### src/rtl/disp_pkg.sv
// Shared types and sizing helpers for the display pixel unpacker.
// Latency: none (types and constant functions only).
// Backpressure: not applicable.
package disp_pkg;

  typedef enum logic {
    IDLE   = 1'b0,
    ACTIVE = 1'b1
  } disp_unpk_state_e;

  // Raster position markers carried alongside each pixel.
  typedef struct packed {
    logic sol;
    logic eol;
    logic sof;
    logic eof;
  } disp_marker_t;

  // Pixels per FIFO word; never less than one.
  function automatic int disp_ppw(input int word_w, input int pix_w);
    return ((word_w / pix_w) < 1) ? 1 : (word_w / pix_w);
  endfunction

  // Counter width able to hold 0..n-1; a 1-entry range still gets one bit.
  function automatic int disp_cnt_w(input int n);
    return (n > 1) ? $clog2(n) : 1;
  endfunction

endpackage

### src/rtl/disp_raster_counter.sv
// Raster x/y position counter producing sol/eol/sof/eof for the current pixel.
// Latency: markers are combinational from the count; count advances on the cycle after adv.
// Backpressure: advances only on adv (the pixel handshake), so markers hold while stalled.
module disp_raster_counter
  import disp_pkg::*;
#(
  parameter int LINE_PIX    = 1920,
  parameter int FRAME_LINES = 1080
) (
  input  logic clk,
  input  logic rst_n,
  input  logic vld,
  input  logic adv,
  output logic sol,
  output logic eol,
  output logic sof,
  output logic eof,
  output logic frame_started
);

  localparam int XW = disp_cnt_w(LINE_PIX);
  localparam int YW = disp_cnt_w(FRAME_LINES);
  localparam logic [XW-1:0] X_LAST = XW'(LINE_PIX - 1);
  localparam logic [YW-1:0] Y_LAST = YW'(FRAME_LINES - 1);

  logic [XW-1:0] x_q, x_d;
  logic [YW-1:0] y_q, y_d;

  // Step x per handshake, wrap at line end and step y, wrap y at frame end.
  always_comb begin
    x_d = x_q;
    y_d = y_q;
    if (adv) begin
      if (x_q == X_LAST) begin
        x_d = '0;
        if (y_q == Y_LAST) y_d = '0;
        else               y_d = y_q + YW'(1);
      end else begin
        x_d = x_q + XW'(1);
      end
    end
  end

  // Position registers.
  always_ff @(posedge clk or negedge rst_n) begin
    if (!rst_n) begin
      x_q <= '0;
      y_q <= '0;
    end else begin
      x_q <= x_d;
      y_q <= y_d;
    end
  end

  assign sol = vld & (x_q == '0);
  assign eol = vld & (x_q == X_LAST);
  assign sof = sol & (y_q == '0);
  assign eof = eol & (y_q == Y_LAST);

  // Any position other than the origin means the frame has emitted a pixel.
  assign frame_started = (x_q != '0) | (y_q != '0);

endmodule

### src/rtl/disp_pixel_unpacker.sv
// Pops line-buffer words and unpacks them LSB-first into a pixel stream with raster markers.
// Latency: 1 cycle from FIFO pop to pix_valid; word refill on last-pixel handshake is bubble-free.
// Backpressure: pix_ready low freezes pixel, markers and pops; optional DISP_UNPACK_UFLOW_CNT_EN adds underflow_cnt.
module disp_pixel_unpacker
  import disp_pkg::*;
#(
  parameter int WORD_W      = 64,
  parameter int PIX_W       = 16,
  parameter int LINE_PIX    = 1920,
  parameter int FRAME_LINES = 1080
) (
  input  logic              clk,
  input  logic              rst_n,
  input  logic              enable,
  output logic              fifo_rd_en,
  input  logic [WORD_W-1:0] fifo_rd_data,
  input  logic              fifo_empty,
  output logic              pix_valid,
  input  logic              pix_ready,
  output logic [PIX_W-1:0]  pix_data,
  output logic              pix_sol,
  output logic              pix_eol,
  output logic              pix_sof,
  output logic              pix_eof,
  output logic              underflow
`ifdef DISP_UNPACK_UFLOW_CNT_EN
  ,
  output logic [15:0]       underflow_cnt
`endif
);

  localparam int PPW = disp_ppw(WORD_W, PIX_W);
  localparam int IW  = disp_cnt_w(PPW);
  localparam logic [IW-1:0] IDX_LAST = IW'(PPW - 1);

  if ((WORD_W % PIX_W) != 0) begin : g_bad_width
    $error("disp_pixel_unpacker: WORD_W must be a multiple of PIX_W");
  end

  disp_unpk_state_e  state_q, state_d;
  logic [WORD_W-1:0] word_q, word_d;
  logic [IW-1:0]     idx_q, idx_d;
  logic              occ_q, occ_d;

  disp_marker_t mk;
  logic         hs;
  logic         last_pix;
  logic         pop;
  logic         frame_started;

  disp_raster_counter #(
    .LINE_PIX    (LINE_PIX),
    .FRAME_LINES (FRAME_LINES)
  ) u_raster (
    .clk           (clk),
    .rst_n         (rst_n),
    .vld           (occ_q),
    .adv           (hs),
    .sol           (mk.sol),
    .eol           (mk.eol),
    .sof           (mk.sof),
    .eof           (mk.eof),
    .frame_started (frame_started)
  );

  assign hs       = occ_q & pix_ready;
  assign last_pix = (idx_q == IDX_LAST);
  // Refill when empty, or in the same cycle the last pixel leaves, unless the frame
  // ends there: the next frame must start on a fresh word.
  assign pop      = (state_q == ACTIVE) & ~fifo_empty &
                    (~occ_q | (hs & last_pix & ~mk.eof));

  // Frame-level FSM: enable is only looked at in IDLE and at the eof handshake.
  always_comb begin
    state_d = state_q;
    case (state_q)
      IDLE:    if (enable) state_d = ACTIVE;
      ACTIVE:  if (hs && mk.eof && !enable) state_d = IDLE;
      default: state_d = IDLE;
    endcase
  end

  // Word holding register: load on pop, step the pixel index on handshake,
  // empty after the last pixel or at eof (leftover pixels are discarded).
  always_comb begin
    word_d = word_q;
    idx_d  = idx_q;
    occ_d  = occ_q;
    if (pop) begin
      word_d = fifo_rd_data;
      idx_d  = '0;
      occ_d  = 1'b1;
    end else if (hs) begin
      if (mk.eof || last_pix) begin
        idx_d = '0;
        occ_d = 1'b0;
      end else begin
        idx_d = idx_q + IW'(1);
      end
    end
  end

  // State and word registers.
  always_ff @(posedge clk or negedge rst_n) begin
    if (!rst_n) begin
      state_q <= IDLE;
      word_q  <= '0;
      idx_q   <= '0;
      occ_q   <= 1'b0;
    end else begin
      state_q <= state_d;
      word_q  <= word_d;
      idx_q   <= idx_d;
      occ_q   <= occ_d;
    end
  end

  // Select the current pixel out of the held word, lowest lane first.
  always_comb begin
    pix_data = '0;
    for (int i = 0; i < PPW; i++) begin
      if (idx_q == IW'(i)) pix_data = word_q[i*PIX_W +: PIX_W];
    end
  end

  assign fifo_rd_en = pop;
  assign pix_valid  = occ_q;
  assign pix_sol    = mk.sol;
  assign pix_eol    = mk.eol;
  assign pix_sof    = mk.sof;
  assign pix_eof    = mk.eof;

  // Starved mid-frame with the sink ready for more.
  assign underflow  = (state_q == ACTIVE) & frame_started & ~occ_q & fifo_empty & pix_ready;

`ifdef DISP_UNPACK_UFLOW_CNT_EN
  logic [15:0] ucnt_q, ucnt_d;

  // Saturating count of underflow cycles.
  always_comb begin
    ucnt_d = ucnt_q;
    if (underflow && (ucnt_q != 16'hFFFF)) ucnt_d = ucnt_q + 16'd1;
  end

  // Count register, cleared only by reset.
  always_ff @(posedge clk or negedge rst_n) begin
    if (!rst_n) ucnt_q <= '0;
    else        ucnt_q <= ucnt_d;
  end

  assign underflow_cnt = ucnt_q;
`endif

endmodule

### config.mk
export PLATFORM = sky130hd
export DESIGN_NAME = disp_pixel_unpacker
export DESIGN_NICKNAME = d
export VERILOG_FILES = /design/src/rtl/disp_pkg.sv /design/src/rtl/disp_raster_counter.sv /design/src/rtl/disp_pixel_unpacker.sv
export SDC_FILE = /design/constraint.sdc
export NUM_CORES = 1
export LEC_CHECK = 0
export ABC_AREA = 1
export CAP_MARGIN = 20
export CORE_MARGIN = 2
export CORE_UTILIZATION = 47
export DETAILED_ROUTE_END_ITERATION = 12
export MAX_ROUTING_LAYER = met4
export PLACE_DENSITY = 0.76
export RECOVER_POWER = 50
export SETUP_SLACK_MARGIN = 0.5
export SYNTH_ARGS = -nofsm -noshare
export SYNTH_HDL_FRONTEND = slang
export SYNTH_SLANG_ARGS = --single-unit
### constraint.sdc
create_clock -name clk -period 1.9 [get_ports clk]
set_input_delay 0.38 -clock clk [delete_from_list [all_inputs] [get_ports clk]]
set_output_delay 0.38 -clock clk [all_outputs]
set_load 0.1 [all_outputs]
======== After elaboration in Yosys (flattened, before gate mapping) ========
Index checks and enable logic that the tools add are counted.
cells by class
  equal/unequal tests ..................... 5
  bitwise logic cells ..................... 19
  reductions and logical operators ........ 13
  mux-type cells .......................... 15
  add/subtract/negate cells ............... 3
operators by type and width
  cell                     count
  $mux W16                 4
  $add A11 B1 Y11 const B  2
  $eq A11 B11 Y1 const B   2
  $logic_not A11 Y1        2
  $mux W11                 2
  $reduce_bool A11 Y1      2
  $and A1 B1 Y1            13
  $mux W2                  3
  $mux W1                  5
  $eq A2 B2 Y1 const B     2
  $not A1 Y1               4
  $reduce_and A2 Y1        2
  $reduce_bool A2 Y1       2
  $add A2 B1 Y2 const B    1
  $eq A2 B1 Y1 const B     1
  $logic_and A1 B1 Y1      2
  $logic_not A2 Y1         1
  $or A1 B1 Y1             2
  $pmux W1 S2              1
  $logic_not A1 Y1         1
  $logic_or A1 B1 Y1       1
storage, ports and cells
  bits of input ports ..................... 69
  register bits after elaboration ......... 90
  word-level logic and storage cells ...... 61
  output and inout port bits .............. 23

======== Longest topological paths before layout ========
Gate-level depths: netlist of the first run.
  depth after elaboration ................. 9
  depth in mapped cells ................... 10
  gate-level depth less buffers ........... 8

======== By module ========
From an unflattened synthesis of the first run, not the netlist that was laid out.
unflattened totals
  cell total of the unflattened synthesis .. 651
  area total of the unflattened synthesis .. 4725.8 µm²
modules (own cells, without submodules)
  module               sequential area each (µm²)  times used  area an instance (µm²)  cells an instance
  disp_pixel_unpacker  1701.6                      1           3309.4                  447
  disp_raster_counter  550.5                       1           1416.4                  204

======== Least setup slack after synthesis of the first run ========
OpenSTA, ideal clock, no wires.
  path type ............................... register to output
  from .................................... reg occ_q, in the netlist pix_valid
  to ...................................... out pix_sol
  cell stages (with the launch flop) ...... 3
  data arrival time ....................... 4048 ps
  path slack .............................. -2528 ps
  buffers on the path ..................... 0
  required time ........................... 1520 ps
  cell sequence ........................... dfrtp_1 inv_2 nor4_1
on the way
  word-level cells in the longest chain between the ends .. 1
RTL lines
  what                    RTL line                    RTL
  from (decl)             disp_pixel_unpacker.sv:43   logic occ_q, occ_d;
  from (signal assigned)  disp_pixel_unpacker.sv:109  occ_q <= 1'b0;
  from (signal assigned)  disp_pixel_unpacker.sv:114  occ_q <= occ_d;
  $and A1 B1 Y1           disp_raster_counter.sv:55   assign sol = vld & (x_q == '0);
  to (decl)               disp_pixel_unpacker.sv:21   output logic pix_sol,
Every way passes these cells.

======== Worst setup path in the final report of the first run ========
  from .................................... reg idx_q[0]
  to ...................................... out pix_data[15]
on the way
  word-level cells in the longest chain between the ends .. 5
  elaborated cells on any way between the ends .. 8
  classes of those cells .................. 3 x eq/ne; 4 x mux; 1 x reduce/logical
RTL lines
  what                    RTL line                    RTL
  from (decl)             disp_pixel_unpacker.sv:42   logic [IW-1:0] idx_q, idx_d;
  from (signal assigned)  disp_pixel_unpacker.sv:113  idx_q <= idx_d;
  $logic_not A2 Y1        disp_pixel_unpacker.sv:122  if (idx_q == IW'(i)) pix_data = word_q[i*PIX_W +: PIX_W];
  $mux W16 (3 in a row)   disp_pixel_unpacker.sv:122
  $mux W16 (*)            disp_pixel_unpacker.sv:122
  to (decl)               disp_pixel_unpacker.sv:20   output logic [PIX_W-1:0] pix_data,
Mark *: on every way between the ends. The rest lies on a longest branch, timed or not.

==> metrics.yaml, run 1 <==
vias: 6071
synthArstFlopShare_pct: 100
worst_pin_slew_ns: 1.12
core_um2: 10100
syn-num-nets: 719
cts.clk_slew.worst_paths_ns: 0.09
grt_overflow: 0
wire_per_inst_um: 24.3
crit_family: "buffers and inverters"
slowest_delay_ns: 0.47
rsz0062_at_grt: "yes"
cts_buffers: 9
yosysWarningCount: 0
grt_pass1_wl_um: 26200
seq_area_um2: 2260
h-tree-depth: 3
multi_input_area_um2: 3360
synth_commonest_cells: "214 x nand2_1, 92 x nand3_1, 90 x dfrtp_1, 49 x nor2_1, 39 x inv_1"
rr_endpoint: "word_q[16]$_DFFE_PN0N_"
violations: "setup timing"
num_rows: 37
boundaryPins: 92
post-place-ws_ns: -0.0673
critPathMaxFanout: 16
period_needed_ns: 2.54
yosysTopAreaCellShare_pct: 46.5
maxCapViolations: 0
final_area_um2: 8830
path_depth: 7
antenna_cells: 0
dp_hpwl_um: 9850
cp-endpoint: "pix_data[15]"
gp_congestion: 0.899
n_fill_cell: 412
clk_path_buf_depth: 2
grt_usage_pct: 30.8
rrSetupSlack_ns: -0.60
critPathRequiredTime_ns: 1.52
worst_setup_path_start_kind: "register"
fp.dieH_um: 105
max_clock_freq_ghz: 0.393
drc: 0
hold_viol_final: 0
relSlewSlack_pct: 25.5
synth_edf_count: 0
peakVddDrop_mv: 2.59
drive_above_1_share_pct: 44.2
critical-path-slowest-cell: "dfrtp_2"
dieArea_um2: 11100
synthCells: 642
port_buffers: 91
setup_viol: 94
clock_skew_ns: 0.0335
path_class: "reg2out"
ys_types: 27
path_cells: "inv_2 -> buf_4 -> ha_1 -> buf_6 -> a21oi_1 -> a21oi_4 -> buf_12"
first_pass_iters: 8
p_total_mw: 15.7
grt_pass1_vias: 5284
fin_nets: 900
clk_latency_ns: 0.40
root_buffer: "clkbuf_8"
synthTopCellsByArea: "dfrtp_1 47%, nand2_1 17%, nand3_1 9.5%, a21oi_1 3.8%, nor2_1 3.8%"
synthesis.area_um2: 4840
area_delta_synth_final_pct: 82.4
postPlaceCellArea_um2: 6710
min_path_type: "reg2reg"
worstPathArrival_ns: 2.16
yosys.area.top_type: "dfrtp_1"
cp-end-kind: "output port"
crit_path_start: "idx_q[0]$_DFFE_PN0P_"
ys_seq_elements: 90
clock-sinks: 90
finalCritPeriodShare_pct: 134
leakage_nw: 4.08
ant_nets: 0
via_per_inst: 6.30
powerDensity_nw_per_um2: 1780
drt_iter0_drc: 566
ys.flop_type: "dfrtp_1"
r2r_start: "idx_q[0]$_DFFE_PN0P_"
status: "finished with violations"
synth.most_common_cell: "nand2_1"
grt_max_degree: 43
cts_tree: "done"
start_util_pct: 47.7
die_w_um: 105
antenna_found_initial: 0
syn_area_per_cell_um2: 7.54
fin_ws_ns: -0.643
routed_wl_um: 23500
worst-path-buf-inv: 4
ys_seq_area_share_pct: 46.5
reg2regPathDepth: 16
final_max_slew_viol_count: 0
-- cell families (layout without fill, tap and decap cells) --
family | after synthesis | count (layout) | synth area share, %
AND/OR/NAND/NOR | 393 | 393 | 35.0
buffers and inverters | 77 | 263 | 7.08
AO/OA/AOI/OAI | 67 | 67 | 8.04
adder cells (fa/ha/maj) | 8 | 8 | 2.07
flip-flops | 90 | 90 | 46.5
XOR/XNOR | 7 | 7 | 1.27
-- worst register-to-register path, stage by stage, from the launching register on --
cell	delay, ns
dfrtp_2	0.47
buf_6	0.12
buf_6	0.10
ha_4	0.17
a21oi_4	0.07
inv_2	0.05
nand2_2	0.05
o21bai_4	0.24
buf_6	0.15
buf_6	0.11
buf_6	0.10
buf_6	0.12
buf_12	0.14
buf_12	0.13
buf_16	0.15
nand2_2	0.07
nand2_1	0.12
-- power by group --
group	total [mW]	internal [mW]	switching [mW]	leakage (nW)
combinational	10.5	4.33	6.22	2.90
clock	1.46	0.659	0.806	0.103
sequential	3.71	2.68	1.03	1.08
total	15.7	7.66	8.05	4.08
-- layout make-up --
| cell class | instances | share of cell area (%) |
|---|---|---|
| multi-input combinational | 475 | 38.1 |
| tap | 136 | 1.93 |
| clock inverter | 6 | 0.822 |
| inverter | 47 | 2.62 |
| timing repair buffer | 199 | 29.3 |
| clock buffer | 10 | 1.56 |
| sequential | 90 | 25.6 |
| timing repair inverter | 1 | 0.0992 |
-- worst min path at each step --
stage | start | to | slack (ns) | cells after the start
floorplan | rst_n | idx_q[0]$_DFFE_PN0P_ | 0.08 | 0
global placement | rst_n | u_raster.x_q[0]$_DFFE_PN0P_ | 0.27 | 1
detailed placement | rst_n | u_raster.x_q[0]$_DFFE_PN0P_ | 0.27 | 1
CTS | rst_n | u_raster.x_q[0]$_DFFE_PN0P_ | 0.40 | 2
global route | word_q[29]$_DFFE_PN0N_ | word_q[29]$_DFFE_PN0N_ | 0.54 | 2
finish | word_q[29]$_DFFE_PN0N_ | word_q[29]$_DFFE_PN0N_ | 0.51 | 2
-- through the flow --
step	util, %	hold slack [ns]	std cells	setup TNS (ns)
4_1_cts	75.8	0.400	939	-22.73
3_5_place_dp	66.2	0.271	881	-1.32
6_report	87.1	0.514	964	-39.08
3_3_place_gp	66.2	0.266	881	-0.704
5_1_grt	87.1	0.535	964	-42.55
2_1_floorplan	-	0.0844	642	-4.15
-- registers in the layout, indices dropped and copies added (netlist names) --
register and flops:
idx_q 2, u_raster.x_q 11, pix_valid 1, word_q 64, u_raster.y_q 11, state_q 1
-- layout by cell type, fill, tap and decap left out, types with 7 or more instances in the layout --
| cell type | synthesis | final |
|---|---|---|
| nor2_4 | 2 | 11 |
| a21o_1 | 16 | 16 |
| o21ai_1 | 0 | 7 |
| clkbuf_8 | 0 | 10 |
| a21oi_4 | 0 | 18 |
| clkbuf_16 | 0 | 9 |
| nand2_1 | 214 | 113 |
| nand3_1 | 92 | 64 |
| buf_6 | 4 | 40 |
| buf_4 | 0 | 34 |
| a21oi_1 | 37 | 15 |
| dfrtp_1 | 90 | 86 |
| inv_2 | 6 | 11 |
| nand2_4 | 0 | 47 |
| nor2_1 | 49 | 37 |
| nand3_2 | 2 | 21 |
| buf_12 | 0 | 35 |
| nand2_2 | 11 | 65 |
| nand4_1 | 12 | 12 |
| buf_16 | 0 | 8 |
| inv_1 | 39 | 27 |
| nand3_4 | 0 | 9 |
| clkdlybuf4s50_1 | 0 | 67 |
-- metal layers --
metal  global-route usage, %  vias up  wire, um  share of wire (%)
met1                    38.6     2911      8350                 36
met5                       -        -         0                  0
met2                    48.9      552     10900                 47
met3                    6.80      167      2490                 11
li1                        -     2441         -                  -
met4                    11.9        0      1700                7.2
-- what timing repair did --
action                                 CTS  global route
gates cloned                             8            13
hold buffers                             1             0
setup endpoints to repair              106           111
endpoints found under the hold margin   15             0
gates resized for setup                 83           225
pin swaps                               21            26
setup buffers                           33            12
No activity file was read; power rests on OpenSTA's default activity.
==> run 2: changes to the inputs <==
Settings changed: CORE_UTILIZATION 47 to 53, PLACE_DENSITY 0.76 to 0.81.
Clock period 1.9 ns to 2.8 ns, I/O delays scaled along.
==> metrics.yaml, run 2 (same netlist as run 1, synthesis figures left out) <==
status: "completed"
drive_above_1_share_pct: 21.0  # -23 points
grt_usage_pct: 32.1  # +1.3 points
port_buffers: 91  # unchanged
clk_latency_ns: 0.36  # -0.04 ns
min_path_type: "reg2reg"
hold_viol_final: 0  # unchanged
relSlewSlack_pct: 8.39  # -17 points
max_flop_register: "word_q"
ant_nets: 0  # unchanged
dieArea_um2: 9910  # -11%
worst-path-buf-inv: 4  # unchanged
critPathMaxFanout: 5  # -11
num_rows: 34  # -8.1%
antenna_cells: 0  # unchanged
h-tree-depth: 3  # unchanged
clock-sinks: 90  # unchanged
max_clock_freq_ghz: 0.394
setup_viol: 0  # -100%
reg_top3: "word_q x64, u_raster.x_q x11, u_raster.y_q x11"
crit_top_cell: "inv_2"
post-place-ws_ns: 0.299  # +0.366 ns
via_per_inst: 5.68  # -9.8%
cts_tree: "done"
cp-end-kind: "output port"
routed_wl_um: 15000  # -36%
start_util_pct: 55.0  # +7.2 points
met2_usage_pct: 50.9  # +2.0 points
worstPathArrival_ns: 1.97  # -0.19 ns
die_w_um: 99.6  # -5.6%
path_cells: "inv_2 -> ha_4 -> inv_2 -> nor2_4 -> buf_6 -> nand2_2 -> a21o_1 -> a21oi_4 -> buf_12"
fin_ws_ns: 0.265  # +0.908 ns
powerDensity_nw_per_um2: 1280  # -28%
crit_family: "buffers and inverters"
grt_pass1_vias: 4891  # -7.4%
place_inst: 819  # -7.0%
grt_pass1_wl_um: 24100  # -7.9%
layout_commonest_cell: "nand2_1"
p_total_mw: 8.87  # -44%
met1_usage_pct: 40.8  # +2.1 points
peakVddDrop_mv: 1.84  # -29%
final_cell_mix: "209 x nand2_1, 89 x nand3_1, 83 x dfrtp_1"
leakage_nw: 3.32  # -19%
grt_busiest_layer: "met2"
path_class: "reg2out"
fp.dieH_um: 99.6  # -5.6%
finalCritPeriodShare_pct: 90.5
hold_buffers: 0  # -1
drc: 0  # unchanged
largest_reg_flops: 64  # unchanged
critPathRequiredTime_ns: 2.24  # +0.72 ns
core_um2: 8810  # -13%
drt_iter0_drc: 416  # -27%
worst_pin_slew_ns: 1.37  # +0.256 ns
cts.clk_slew.worst_paths_ns: 0.09  # about the same
maxCapViolations: 0  # unchanged
rsz0062_at_grt: "yes"
grt_overflow: 0  # unchanged
boundaryPins: 92  # unchanged
holdWs_ns: 0.481  # -0.0329 ns
clock_skew_ns: 0.0152  # -0.0183 ns
first_pass_iters: 6  # -2
root_buffer: "clkbuf_8"
gp_congestion: 0.981  # +9.1%
critical-path-slowest-cell: "dfrtp_2"
worst_setup_path_start_kind: "register"
dp_hpwl_um: 10200  # +3.1%
wire_per_inst_um: 17.4  # -28%
period_needed_ns: 2.53
slowest_delay_ns: 0.46  # about the same
clk_path_buf_depth: 2  # unchanged
cts_buffers: 9  # unchanged
final_util_pct: 78.4  # -8.7 points
setup_tns_ns: 0  # +39.08 ns
grt_use_met3_pct: 9.63  # +2.8 points
fin_nets: 823  # -8.6%
area_delta_synth_final_pct: 42.6
fin_cells: 859  # -11%
grt_max_degree: 67  # +56%
final_area_um2: 6900  # -22%
vias: 4878  # -20%
antenna_found_initial: 0  # unchanged
final_max_slew_viol_count: 0  # unchanged
postPlaceCellArea_um2: 6250  # -6.9%
==> run 2: worst paths after layout <==
| path | startpoint | endpoint | slack, ns | cells after the start |
|---|---|---|---|---|
| worst max-delay path | idx_q[0]$_DFFE_PN0P_ | pix_data[1] | 0.27 | 9 |
| max in group asynchronous | rst_n | word_q[34]$_DFFE_PN0N_ | 0.72 | 2 |
| worst min-delay path | word_q[59]$_DFFE_PN0N_ | word_q[59]$_DFFE_PN0N_ | 0.48 | 2 |
| worst max register to register | u_raster.x_q[1]$_DFFE_PN0P_ | u_raster.y_q[6]$_DFFE_PN0P_ | 0.47 | 8 |
| worst min register to register | word_q[59]$_DFFE_PN0N_ | word_q[59]$_DFFE_PN0N_ | 0.48 | 2 |
| min in group asynchronous | rst_n | word_q[61]$_DFFE_PN0N_ | 0.50 | 1 |
==> run 2: power breakdown <==
part | switching (mW) | internal, mW
Combinational | 3.38 | 2.01
Clock | 0.497 | 0.693
Sequential | 0.468 | 1.82
Total | 4.35 | 4.52
==> run 2: worst register-to-register path, delay by kind of cell (launching register included) <==
kind            cells  cell delay [ns]
fa+ha+maj           1             0.17
compound gates      1             0.08
buf+inv             2             0.34
flops               1             0.42
simple gates        4             1.22
==> run 2: layout make-up <==
cell class              count  area, um^2
clock buffers               9         124
clock inverters             7         146
fillers                   602        1900
inverters                  47         184
multi-input cells         475        2650
flip-flops and latches     90        2260
well taps                 108         135
repair buffers            123        1410
==> run 2: what timing repair did <==
action,CTS,global route
pin swaps,18,7
gates resized for setup,43,21
endpoints found under the setup margin,22,22
gates cloned,0,0
buffers inserted,19,5
==> run 2: layer usage <==
| metal | up-vias | share of wire [%] |
|---|---|---|
| met1 | 2325 | 40 |
| met3 | 34 | 9.9 |
| met2 | 248 | 48 |
| li1 | 2271 | - |
| met5 | - | 0 |
| met4 | 0 | 2.4 |
